### src/rtl/zero_scan_ctrl_pkg.sv
// ============================================================================
// zero_scan_ctrl_pkg : shared FSM encoding and default operand geometry
// Revision: 1.0
// ============================================================================
`default_nettype none

package zero_scan_ctrl_pkg;

  localparam int DEFAULT_DATA_WIDTH  = 64;
  localparam int DEFAULT_CHUNK_WIDTH = 8;

  typedef enum logic [1:0] {
    IDLE = 2'd0,
    SCAN = 2'd1,
    DONE = 2'd2
  } state_t;

  // Counter width; a single-chunk operand still gets a 1-bit index.
  function automatic int idx_width(input int num_chunks);
    return (num_chunks > 1) ? $clog2(num_chunks) : 1;
  endfunction

endpackage

`default_nettype wire

### src/rtl/zero_scan_ctrl_if.sv
// ============================================================================
// zero_scan_ctrl_if : start/abort request and scan-result bundle
// Revision: 1.0
// ============================================================================
`default_nettype none

interface zero_scan_ctrl_if
  import zero_scan_ctrl_pkg::*;
#(
  parameter int DATA_WIDTH  = DEFAULT_DATA_WIDTH,
  parameter int CHUNK_WIDTH = DEFAULT_CHUNK_WIDTH
) ();

  localparam int NUM_CHUNKS = DATA_WIDTH / CHUNK_WIDTH;
  localparam int IDX_W      = idx_width(NUM_CHUNKS);

  logic                  start_i;
  logic [DATA_WIDTH-1:0] data_i;
  logic                  abort_i;
  logic                  busy_o;
  logic                  done_o;
  logic                  zero_o;
  logic [IDX_W-1:0]      chunk_idx_o;

  modport master (
    output start_i, data_i, abort_i,
    input  busy_o, done_o, zero_o, chunk_idx_o
  );

  modport slave (
    input  start_i, data_i, abort_i,
    output busy_o, done_o, zero_o, chunk_idx_o
  );

endinterface

`default_nettype wire

### src/rtl/zero_scan_ctrl_or_n.sv
// ============================================================================
// zero_scan_ctrl_or_n : GATE_WIDTH-input OR reduction slice
// Revision: 1.0
// ============================================================================
`default_nettype none

module zero_scan_ctrl_or_n #(
  parameter int GATE_WIDTH = 8
) (
  input  wire logic [GATE_WIDTH-1:0] a,
  output logic                       y
);

  assign y = |a;

endmodule

`default_nettype wire

### src/rtl/zero_scan_ctrl.sv
// ============================================================================
// zero_scan_ctrl : multi-cycle zero test, one chunk per cycle, early exit
// Revision: 1.0
// ============================================================================
`default_nettype none

module zero_scan_ctrl
  import zero_scan_ctrl_pkg::*;
#(
  parameter int DATA_WIDTH  = DEFAULT_DATA_WIDTH,
  parameter int CHUNK_WIDTH = DEFAULT_CHUNK_WIDTH
) (
  input  wire logic      clk_i,
  input  wire logic      rst_i,
  zero_scan_ctrl_if.slave bus
);

  localparam int NUM_CHUNKS = DATA_WIDTH / CHUNK_WIDTH;
  localparam int IDX_W      = idx_width(NUM_CHUNKS);
  localparam logic [IDX_W-1:0] LAST_IDX = IDX_W'(NUM_CHUNKS - 1);

  if (DATA_WIDTH % CHUNK_WIDTH != 0) begin : g_width_check
    $error("zero_scan_ctrl: DATA_WIDTH must be a multiple of CHUNK_WIDTH");
  end

  state_t                state, state_nxt;
  logic [IDX_W-1:0]      cnt, cnt_nxt;
  logic [DATA_WIDTH-1:0] operand, operand_nxt;
  logic                  zero_q, zero_nxt;
  logic [IDX_W-1:0]      idx_q, idx_nxt;
  logic                  done_q, done_nxt;

  logic [CHUNK_WIDTH-1:0] chunks [NUM_CHUNKS];
  logic [CHUNK_WIDTH-1:0] slice;
  logic                   slice_nz;

  for (genvar g = 0; g < NUM_CHUNKS; g++) begin : g_chunks
    assign chunks[g] = operand[g*CHUNK_WIDTH +: CHUNK_WIDTH];
  end

  assign slice = chunks[cnt];

  zero_scan_ctrl_or_n #(
    .GATE_WIDTH (CHUNK_WIDTH)
  ) u_or_slice (
    .a (slice),
    .y (slice_nz)
  );

  always_ff @(posedge clk_i) begin
    if (rst_i) begin
      state   <= IDLE;
      cnt     <= '0;
      operand <= '0;
      zero_q  <= 1'b0;
      idx_q   <= '0;
      done_q  <= 1'b0;
    end else begin
      state   <= state_nxt;
      cnt     <= cnt_nxt;
      operand <= operand_nxt;
      zero_q  <= zero_nxt;
      idx_q   <= idx_nxt;
      done_q  <= done_nxt;
    end
  end

  always_comb begin
    state_nxt   = state;
    cnt_nxt     = cnt;
    operand_nxt = operand;
    zero_nxt    = zero_q;
    idx_nxt     = idx_q;
    done_nxt    = 1'b0;
    case (state)
      IDLE: begin
        // Start beats a simultaneous abort: abort only matters in SCAN.
        if (bus.start_i) begin
          operand_nxt = bus.data_i;
          cnt_nxt     = '0;
          state_nxt   = SCAN;
        end
      end
      SCAN: begin
        if (bus.abort_i) begin
          state_nxt = IDLE;
        end else if (slice_nz) begin
          zero_nxt  = 1'b0;
          idx_nxt   = cnt;
          state_nxt = DONE;
        end else if (cnt == LAST_IDX) begin
          zero_nxt  = 1'b1;
          idx_nxt   = LAST_IDX;
          state_nxt = DONE;
        end else begin
          cnt_nxt = cnt + 1'b1;
        end
      end
      DONE: begin
        done_nxt  = 1'b1;
        state_nxt = IDLE;
      end
      default: state_nxt = IDLE;
    endcase
  end

  assign bus.busy_o      = (state != IDLE);
  assign bus.done_o      = done_q;
  assign bus.zero_o      = zero_q;
  assign bus.chunk_idx_o = idx_q;

endmodule

`default_nettype wire

### src/flat_wrapper.sv
// flat-port wrapper written by rule: the top's interface ports become plain ports
module zero_scan_ctrl_flat import zero_scan_ctrl_pkg::*;
#(
  parameter int DATA_WIDTH  = DEFAULT_DATA_WIDTH,
  parameter int CHUNK_WIDTH = DEFAULT_CHUNK_WIDTH
)
  (clk_i, rst_i, bus_start_i, bus_data_i, bus_abort_i, bus_busy_o, bus_done_o, bus_zero_o, bus_chunk_idx_o);
  zero_scan_ctrl_if #(.DATA_WIDTH(DATA_WIDTH), .CHUNK_WIDTH(CHUNK_WIDTH)) bus_i ();
  input  wire logic clk_i;
  input  wire logic rst_i;
  input wire logic [$bits(bus_i.start_i)-1:0] bus_start_i;
  input wire logic [$bits(bus_i.data_i)-1:0] bus_data_i;
  input wire logic [$bits(bus_i.abort_i)-1:0] bus_abort_i;
  output wire logic [$bits(bus_i.busy_o)-1:0] bus_busy_o;
  output wire logic [$bits(bus_i.done_o)-1:0] bus_done_o;
  output wire logic [$bits(bus_i.zero_o)-1:0] bus_zero_o;
  output wire logic [$bits(bus_i.chunk_idx_o)-1:0] bus_chunk_idx_o;
  assign bus_i.start_i = bus_start_i;
  assign bus_i.data_i = bus_data_i;
  assign bus_i.abort_i = bus_abort_i;
  assign bus_busy_o = bus_i.busy_o;
  assign bus_done_o = bus_i.done_o;
  assign bus_zero_o = bus_i.zero_o;
  assign bus_chunk_idx_o = bus_i.chunk_idx_o;
  zero_scan_ctrl #(.DATA_WIDTH(DATA_WIDTH), .CHUNK_WIDTH(CHUNK_WIDTH)) u_core (.clk_i(clk_i), .rst_i(rst_i), .bus(bus_i));
endmodule
### config.mk
export PLATFORM = sky130hd
export DESIGN_NAME = zero_scan_ctrl_flat
export DESIGN_NICKNAME = d
export VERILOG_FILES = /design/src/rtl/zero_scan_ctrl_pkg.sv /design/src/rtl/zero_scan_ctrl_if.sv /design/src/rtl/zero_scan_ctrl_or_n.sv /design/src/rtl/zero_scan_ctrl.sv /design/src/flat_wrapper.sv
export SDC_FILE = /design/constraint.sdc
export NUM_CORES = 1
export LEC_CHECK = 0
export ABC_AREA = 1
export CORE_MARGIN = 5
export CORE_UTILIZATION = 52
export CTS_CLUSTER_DIAMETER = 120
export DETAILED_ROUTE_END_ITERATION = 8
export PLACE_DENSITY = 0.84
export RECOVER_POWER = 50
export SKIP_LAST_GASP = 1
export SLEW_MARGIN = 30
export SYNTH_ARGS = -nofsm -noshare
export SYNTH_HDL_FRONTEND = slang
export SYNTH_SLANG_ARGS = --single-unit
### constraint.sdc
create_clock -name clk_i -period 2.4 [get_ports clk_i]
set_input_delay 0.72 -clock clk_i [delete_from_list [all_inputs] [get_ports clk_i]]
set_output_delay 0.72 -clock clk_i [all_outputs]
set_load 0.02 [all_outputs]
* Yosys cells after proc, flatten, opt, wreduce, memory -nomap -nowiden
Index checks and enable logic that the tools add are counted.
** Storage, ports and cells
- Register bits after elaboration :: 74
- Logic and storage cells :: 45
** Cells by class
- $add $sub $neg :: 1
- Magnitude comparators :: 1
- Eq/ne operators :: 8
- Muxes and demuxes :: 18
- Bitwise operators :: 2
- Reductions and logical operators :: 9
** Operator list (number)
- $bmux W8 S3 :: 1
- $mux W3 :: 6
- $mux W8 :: 2
- $mux W2 :: 4
- $ne A2 B2 Y1 const B :: 4
- $reduce_or A8 Y1 :: 1
- $pmux W3 S2 :: 1
- $reduce_bool A2 Y1 :: 3
- $reduce_and A5 Y1 :: 1
- $ge A4 B4 Y1 const B :: 1
- $ne A4 B2 Y1 const B :: 1
- $not A3 Y4 :: 1
- $pmux W2 S2 :: 1
- $reduce_and A2 Y1 :: 2
- $add A3 B1 Y3 const B :: 1
- $eq A3 B3 Y1 const B :: 1
- $mux W1 :: 3
- $reduce_and A3 Y1 :: 1
- $eq A2 B1 Y1 const B :: 1
- $eq A2 B2 Y1 const B :: 1
- $logic_not A2 Y1 :: 1
- $not A1 Y1 :: 1

* Depth between registers and ports, before layout
- Depth after elaboration :: 8
- Depth in mapped cells :: 12
- Depth with buffers taken out :: 12

* Hierarchy
A second synthesis with hierarchy kept.
** Second synthesis, totals
- Cell total of the unflattened synthesis :: 500
- Area total of the unflattened synthesis :: 3377.0 um^2
** Modules (own cells, without submodules)
- zero_scan_ctrl :: times used 1, cells each 485, area an instance 3320.7 um^2, seq. area each 1481.4 um^2
- zero_scan_ctrl_or_n :: times used 1, cells each 15, area an instance 56.3 um^2, seq. area each 0.0 um^2

* Worst setup path after synthesis
OpenSTA, ideal clock, no wires.
- Path type :: input port to flip-flop
- From :: input port bus_start_i
- To :: register u_core.cnt[2]
- Setup time :: 0.113 ns
- Data arrival time :: 1.261 ns
- Setup slack :: 1.026 ns
- Stages on the path :: 5
- Path buffers :: 1
- Cells stage by stage :: nand2_1 > buf_2 > nand2_2 > nor2_1 > nor2_1
** On the way
- Cells in the longest elaborated chain, start to end :: 2
** RTL lines
- start: declaration :: RTL line flat_wrapper.sv:11 : input wire logic [$bits(bus_i.start_i)-1:0] bus_start_i;
- $ne A2 B2 Y1 (no line)
- $reduce_and A5 Y1 (no line)
- end signal: assignment :: RTL line zero_scan_ctrl.sv:60 : cnt <= cnt_nxt;
- end: declaration :: RTL line zero_scan_ctrl.sv:27 : logic [IDX_W-1:0] cnt, cnt_nxt;
No other way between the ends.
A chain may end at the register's enable or synchronous reset.

* Worst setup path after layout
- From :: input port bus_start_i
- To :: register u_core.operand[31]
** On the way
- Cells in the longest elaborated chain, start to end :: 1
** RTL lines
- $reduce_and A2 Y1 (no line)
- end signal: assignment :: RTL line zero_scan_ctrl.sv:61 : operand <= operand_nxt;
- end: declaration :: RTL line zero_scan_ctrl.sv:28 : logic [DATA_WIDTH-1:0] operand, operand_nxt;
No other way between the ends.

==> impl_table.tex <==
\begin{tabular}{lr}
\hline
Metric & Value \\
\hline
\multicolumn{2}{l}{\textbf{Yosys}} \\
Synth Area in Compound Gates & 13.64\% \\
Total of flip-flops plus latches after synthesis & 74 \\
Share of the yosys chip area belonging to registers & 50.00\% \\
Post-Synthesis Cells & 397 \\
Total standard cell area after synthesis & 2963 um\^{}2 \\
Most used DFF post-synth & sky130\_fd\_sc\_hd\_\_dfxtp\_1 \\
Cell taking the most area after synthesis & sky130\_fd\_sc\_hd\_\_dfxtp\_1 \\
Syn Area/Cell & 7.463 um\^{}2 \\
Post-synthesis xor/xnor area fraction & 0\% \\
Most numerous cell in the Yosys netlist & sky130\_fd\_sc\_hd\_\_nor2\_1 \\
Dominant combinational cell family by area after synthesis & simple AND/OR/NAND/NOR gates \\
EDFF count, synth & 0 \\
Fraction of the mapped netlist area in simple logic gates & 31.00\% \\
Cell types with the highest counts after synthesis & 159 x sky130\_fd\_sc\_hd\_\_nor2\_1, 74 x sky130\_fd\_sc\_hd\_\_dfxtp\_1, 64 x sky130\_fd\_sc\_hd\_\_o21ai\_0, 28 x sky130\_fd\_sc\_hd\_\_nand2\_1 \\
Distinct cells, synth & 28 \\
Synth warnings & 0 \\
Fraction of synthesized area in multiplexers & 0\% \\
Synth top area cells & sky130\_fd\_sc\_hd\_\_dfxtp\_1 50\%, sky130\_fd\_sc\_hd\_\_nor2\_1 20\%, sky130\_fd\_sc\_hd\_\_o21ai\_0 11\%, sky130\_fd\_sc\_hd\_\_nand2\_1 3.5\%, sky130\_fd\_sc\_hd\_\_clkbuf\_1 1.4\% \\
Net Count, Synth & 467 \\
Fraction of the mapped netlist area in adder cells & 0.8446\% \\
Asr flop ratio synth & 0\% \\
Yosys top cell area share & 50.00\% \\
\multicolumn{2}{l}{\textbf{Detailed routing}} \\
Via count & 2703 \\
First-pass iteration count of the detailed router & 4 \\
DRT iter0 DRCs & 170 \\
Post-route met1 wirelength & 2823 um \\
Number of remaining DRC errors & 0 \\
Uppermost layer routed & met4 \\
Detailed route wirelength on metal3 & 347 um \\
Total met2 wirelength after detailed routing & 3149 um \\
Detailed Route WL & 6455 um \\
Wire per inst & 11.87 um \\
Antenna Violating Nets Remaining & 0 \\
Vias/cell & 4.969 \\
\multicolumn{2}{l}{\textbf{Timing}} \\
Post-layout min period & 2164 ps \\
Post-route worst hold slack & 455.6 ps \\
Worst slew margin relative to its limit & 59.49\% \\
Final count of hold timing violations & 0 \\
F\_max & 0.4622 GHz \\
Ratio of final minimum period to clock period & 90.16\% \\
Setup repair after global routing missed its margin & no \\
Final count of negative-setup-slack endpoints & 0 \\
Slew at the pin closest to its max-slew limit & 606.1 ps \\
Sum of negative setup slack & 0 ps \\
Clock skew after layout & 8.441 ps \\
Max-slew violation count & 0 \\
\multicolumn{2}{l}{\textbf{Clock tree}} \\
CTS Hold Bufs & 0 \\
Worst-path clk slew & 70 ps \\
Cts bufs inserted & 9 \\
Clock Path Buffers & 2 \\
\# resized after CTS & 0 \\
TritonCTS clock tree & yes \\
Worst-skew pair later-pin latency & 340 ps \\
Clock sinks & 74 \\
Setup Buffers After CTS & 0 \\
Total number of H-tree levels & 3 \\
Root Buffer Master & sky130\_fd\_sc\_hd\_\_clkbuf\_8 \\
\multicolumn{2}{l}{\textbf{GRT}} \\
Via count of the first global-routing pass & 2545 \\
Overflow left after global routing & 0 \\
Number of antenna violations at the first check in global routing & 0 \\
Largest net degree at the start of global routing & 58 \\
GRT Overall Usage & 18.83\% \\
Wire length of the first global-routing pass & 11110 um \\
\multicolumn{2}{l}{\textbf{Layout}} \\
Layout Nets & 538 \\
Count of antenna diodes in the layout & 0 \\
Core Util, Final & 71.92\% \\
Layout-stage area growth over the synthesis result & 33.66\% \\
Share of post-route cells with drive strength above 1 & 7.203\% \\
\multicolumn{2}{l}{\textbf{Die}} \\
Starting density of the core & 53.81\% \\
Cell Rows & 27 \\
Die Footprint & 7308 um\^{}2 \\
X dimension of the die & 85.49 um \\
Core area & 5507 um\^{}2 \\
Overall die height & 85.49 um \\
IO Pins & 74 \\
\multicolumn{2}{l}{\textbf{Pwr}} \\
Maximum vdd drop & 0.4749 mV \\
Power density over the cells & 710.3 nW/um\^{}2 \\
Power, Total & 0.002813 W \\
LEAKAGE & 1.647 nW \\
\multicolumn{2}{l}{\textbf{Critical path}} \\
Kind of end point of the critical path & register \\
Dominant cell type by count on the critical path & sky130\_fd\_sc\_hd\_\_nor2\_1 \\
Maximum fanout along the worst path & 17 \\
Element type at the critical path start & input port \\
Critical-path cell with the highest stage delay & sky130\_fd\_sc\_hd\_\_dlygate4sd3\_1 \\
Origin of the critical flop-to-flop path & u\_core.cnt[0] \\
Cell chain of the critical path & dlygate4sd3\_1, nand2\_1, inv\_1, clkbuf\_2, nor2\_1, nor2\_1 \\
Startpoint of the most critical setup path & bus\_start\_i \\
Worst setup path category & input port to register \\
Critical path data required time & 2630 ps \\
Longest individual stage delay on the worst path & 540 ps \\
Crit path DAT & 2400 ps \\
\multicolumn{2}{l}{\textbf{Worst hold path}} \\
Path type of the worst min-delay path & register to register \\
Hold\_sp & u\_core.bus.chunk\_idx\_o[2] \\
\multicolumn{2}{l}{\textbf{Placement}} \\
GPL Wtd Cong & 0.7305 \\
Detailed placer's ending HPWL & 4666 um \\
Port Buffer Count & 73 \\
\multicolumn{2}{l}{\textbf{Status}} \\
Status & finished, final reports clean \\
\multicolumn{2}{l}{\textbf{Job}} \\
Max-cap violations & 0 \\
\hline
\end{tabular}
-- worst paths after layout --
path,cells after the start,slack (ps),end
hold reg to reg,2,460,u_core.bus.chunk_idx_o[2]
setup reg to reg,11,590,u_core.cnt[2]
hold / removal,2,460,u_core.bus.chunk_idx_o[2]
setup / recovery,6,240,u_core.operand[31]
-- placed cells by master (no fill, tap or decap), types with 3 or more instances in the layout --
cell type / count
sky130_fd_sc_hd__nor2_1: 159
sky130_fd_sc_hd__dfxtp_1: 74
sky130_fd_sc_hd__clkdlybuf4s50_1: 71
sky130_fd_sc_hd__o21ai_0: 64
sky130_fd_sc_hd__nand2_1: 28
sky130_fd_sc_hd__inv_1: 13
sky130_fd_sc_hd__clkbuf_8: 10
sky130_fd_sc_hd__nor3_1: 6
sky130_fd_sc_hd__a21oi_2: 4
sky130_fd_sc_hd__buf_4: 4
sky130_fd_sc_hd__nor3_2: 3
sky130_fd_sc_hd__nand3b_1: 3
sky130_fd_sc_hd__o21ai_1: 3
sky130_fd_sc_hd__clkbuf_1: 3
-- stage by stage --
stage               worst slack [ps]  area [um^2]  instances
detailed placement             294.5         3779        529
CTS                            249.5         3965        544
global route                   110.3         3960        544
global placement               354.3         3779        529
finish                         236.2         3960        544
floorplan                       1026         2963        397
-- sequential cells by signal (all words and copies together) (netlist names) --
signal                  count
u_core.operand             64
u_core.bus.chunk_idx_o      3
u_core.state                2
u_core.bus.zero_o           1
u_core.cnt                  3
u_core.bus.done_o           1
-- per-layer routing --
layer	GRT usage, %	vias to the layer above
met5	0	-
met4	9.496	0
met3	4.078	15
met2	31.85	67
met1	22.37	1209
li1	-	1412
-- critical path: cells and delay by family --
family,cells,cell delay [ps]
buffers and inverters,3,1000
and+or+nand+nor,3,670
-- logic make-up after synthesis --
logic type                 count (synthesis)
and+or+nand+nor                          213
AOI/OAI and AO/OA                         75
DFF                                       74
buffers and inverters                     33
adders and majority gates                  2
-- where the power goes --
part / switching, W / leakage, nW / internal (W)
clock network: 0.000420 / 0.0897 / 0.000505
registers: 0.0000611 / 0.613 / 0.00134
logic: 0.000248 / 0.944 / 0.000243
-- area by class of cell --
class                   count  area (um^2)
clock buffers              13        148.9
well taps                  72        90.09
clock inverters             2        37.54
fillers                   469         1546
repair buffers             80        805.8
multi-input cells         290         1348
flip-flops and latches     74         1481
inverters                  13        48.80
Note: power is estimated with default switching activity, not from simulation.
==> patch: new RTL, same settings <==
Change the package constant `DEFAULT_DATA_WIDTH` from 64 to 128.
--- a/src/rtl/zero_scan_ctrl_pkg.sv
+++ b/src/rtl/zero_scan_ctrl_pkg.sv
@@ -6,7 +6,7 @@
 
 package zero_scan_ctrl_pkg;
 
-  localparam int DEFAULT_DATA_WIDTH  = 64;
+  localparam int DEFAULT_DATA_WIDTH  = 128;
   localparam int DEFAULT_CHUNK_WIDTH = 8;
 
   typedef enum logic [1:0] {
Interface: changed (resized bus_chunk_idx_o and bus_data_i); port bits go from 74 to 139. No check against the original RTL was run, so the function may have changed too.
==> patch against the original RTL <==
Area after synthesis grew 86%; design area grew 91%; power grew 120%; worst setup slack lost 0.063 ns; core utilization grew 1.4 points; routed wire length grew 130%; sequential power grew 89%; sequential cell count grew 66; highest routed layer unchanged.
==> patch: results <==
place:
  place_inst: 1004
  place_hpwl_um: 9680
  gp_congestion: 0.847
  place_area_sq_um: 6980
  io_buffers: 138
power_and_ir_drop:
  powerComb_uw: 871
  peakVddDrop_v: 0.000515
  leakagePower_uw: 0.00320
  clk-power_uw: 2650
  comb_power_share_pct: 14.1
  p_sw_share_pct: 24.7
final_layout:
  n_fill_cell: 803
  multi_input_area_sq_um: 2420
  n_all_inverters: 23
  largest_reg_flops: 128
  final-clk-cell-share_pct: 8.07
  clockBufferCount: 22
  nets: 1020
  drive_above_1_share_pct: 5.56
  nonClkBufAreaFrac_pct: 19.5
  signal_buffers: 146
  final_area_sq_um: 7570
  multi_input_comb_cells: 559
critical_path:
  rrSetupSlack_ns: 0.49
  cp_max_fo: 2
  reg2reg_depth: 6
  cp-endpoint: "bus_chunk_idx_o[0]"
  cp.arrival_ns: 1.51
  worstReg2RegStart: "u_core.state[1]$_SDFFE_PP0P_"
  cp_slowest_cell: "clkdlybuf4s50_1"
  max_stage_delay_ns: 0.63
synthesis:
  synth_top_flop_cell: "dfxtp_1"
  netlist_instances: 768
  synth.top_cells.by_area: "dfxtp_1 51%, nor2_1 21%, o21ai_0 12%"
  synth_compound_area_share_pct: 14.6
  seq_area_frac_synth_pct: 50.9
  yosys.area_share.adder_pct: 0.227
  yosysWarningCount: 0
  synthTopCellsByCount: "306 x nor2_1, 140 x dfxtp_1, 129 x o21ai_0"
min_path:
  min_from: "u_core.operand[47]$_SDFFE_PP0P_"
clock_tree:
  clkLatencyLatePin_ns: 0.52
  cts.sinks: 140
  cts_made_buffers: 17
  h-tree-depth: 4
timing:
  holdWs_ns: 0.454
  finalClockSkew_ns: 0.00782
  fin_ws_ns: 0.173
routing:
  dr_wl_met3_um: 1020
  wl_met1_um: 6330
  avgViaCountPerCell: 5.21
  wl_um: 14600
  drt_iter0_drc: 420
global_route:
  grtUsageMet1_pct: 28.5
  grt_pass1_wl_um: 24200
  grt_max_degree: 118
  grt_use_total_pct: 23.1
  grt_pass1_vias: 5388
  use_met3_pct: 6.10
floorplanning:
  die_w_um: 113
run_status:
  outcome: "finished, final reports clean"
-- patch: changes by cell type after synthesis, moves of 10 or more --
| cell | unedited run | this run |
|---|---|---|
| nand2_1 | 28 | 38 |
| dfxtp_1 | 74 | 140 |
| nor2_1 | 159 | 306 |
| a21oi_1 | 2 | 26 |
| nand3_1 | 2 | 37 |
| o21ai_0 | 64 | 129 |
| clkbuf_1 | 11 | 28 |
-- patch: worst register-to-register path, delay by kind of cell (launching register included) --
family | cells | cell delay (ns)
AOI/OAI and AO/OA | 1 | 0.27
buffers and inverters | 2 | 0.81
DFF | 1 | 0.35
and+or+nand+nor | 3 | 0.42
-- patch: cell families (layout without fill, tap and decap cells) --
| kind of cell | Yosys count | count (layout) |
|---|---|---|
| compound gates | 160 | 160 |
| buf+inv | 69 | 201 |
| simple gates | 398 | 398 |
| flops | 140 | 140 |
| fa+ha+maj | 1 | 1 |
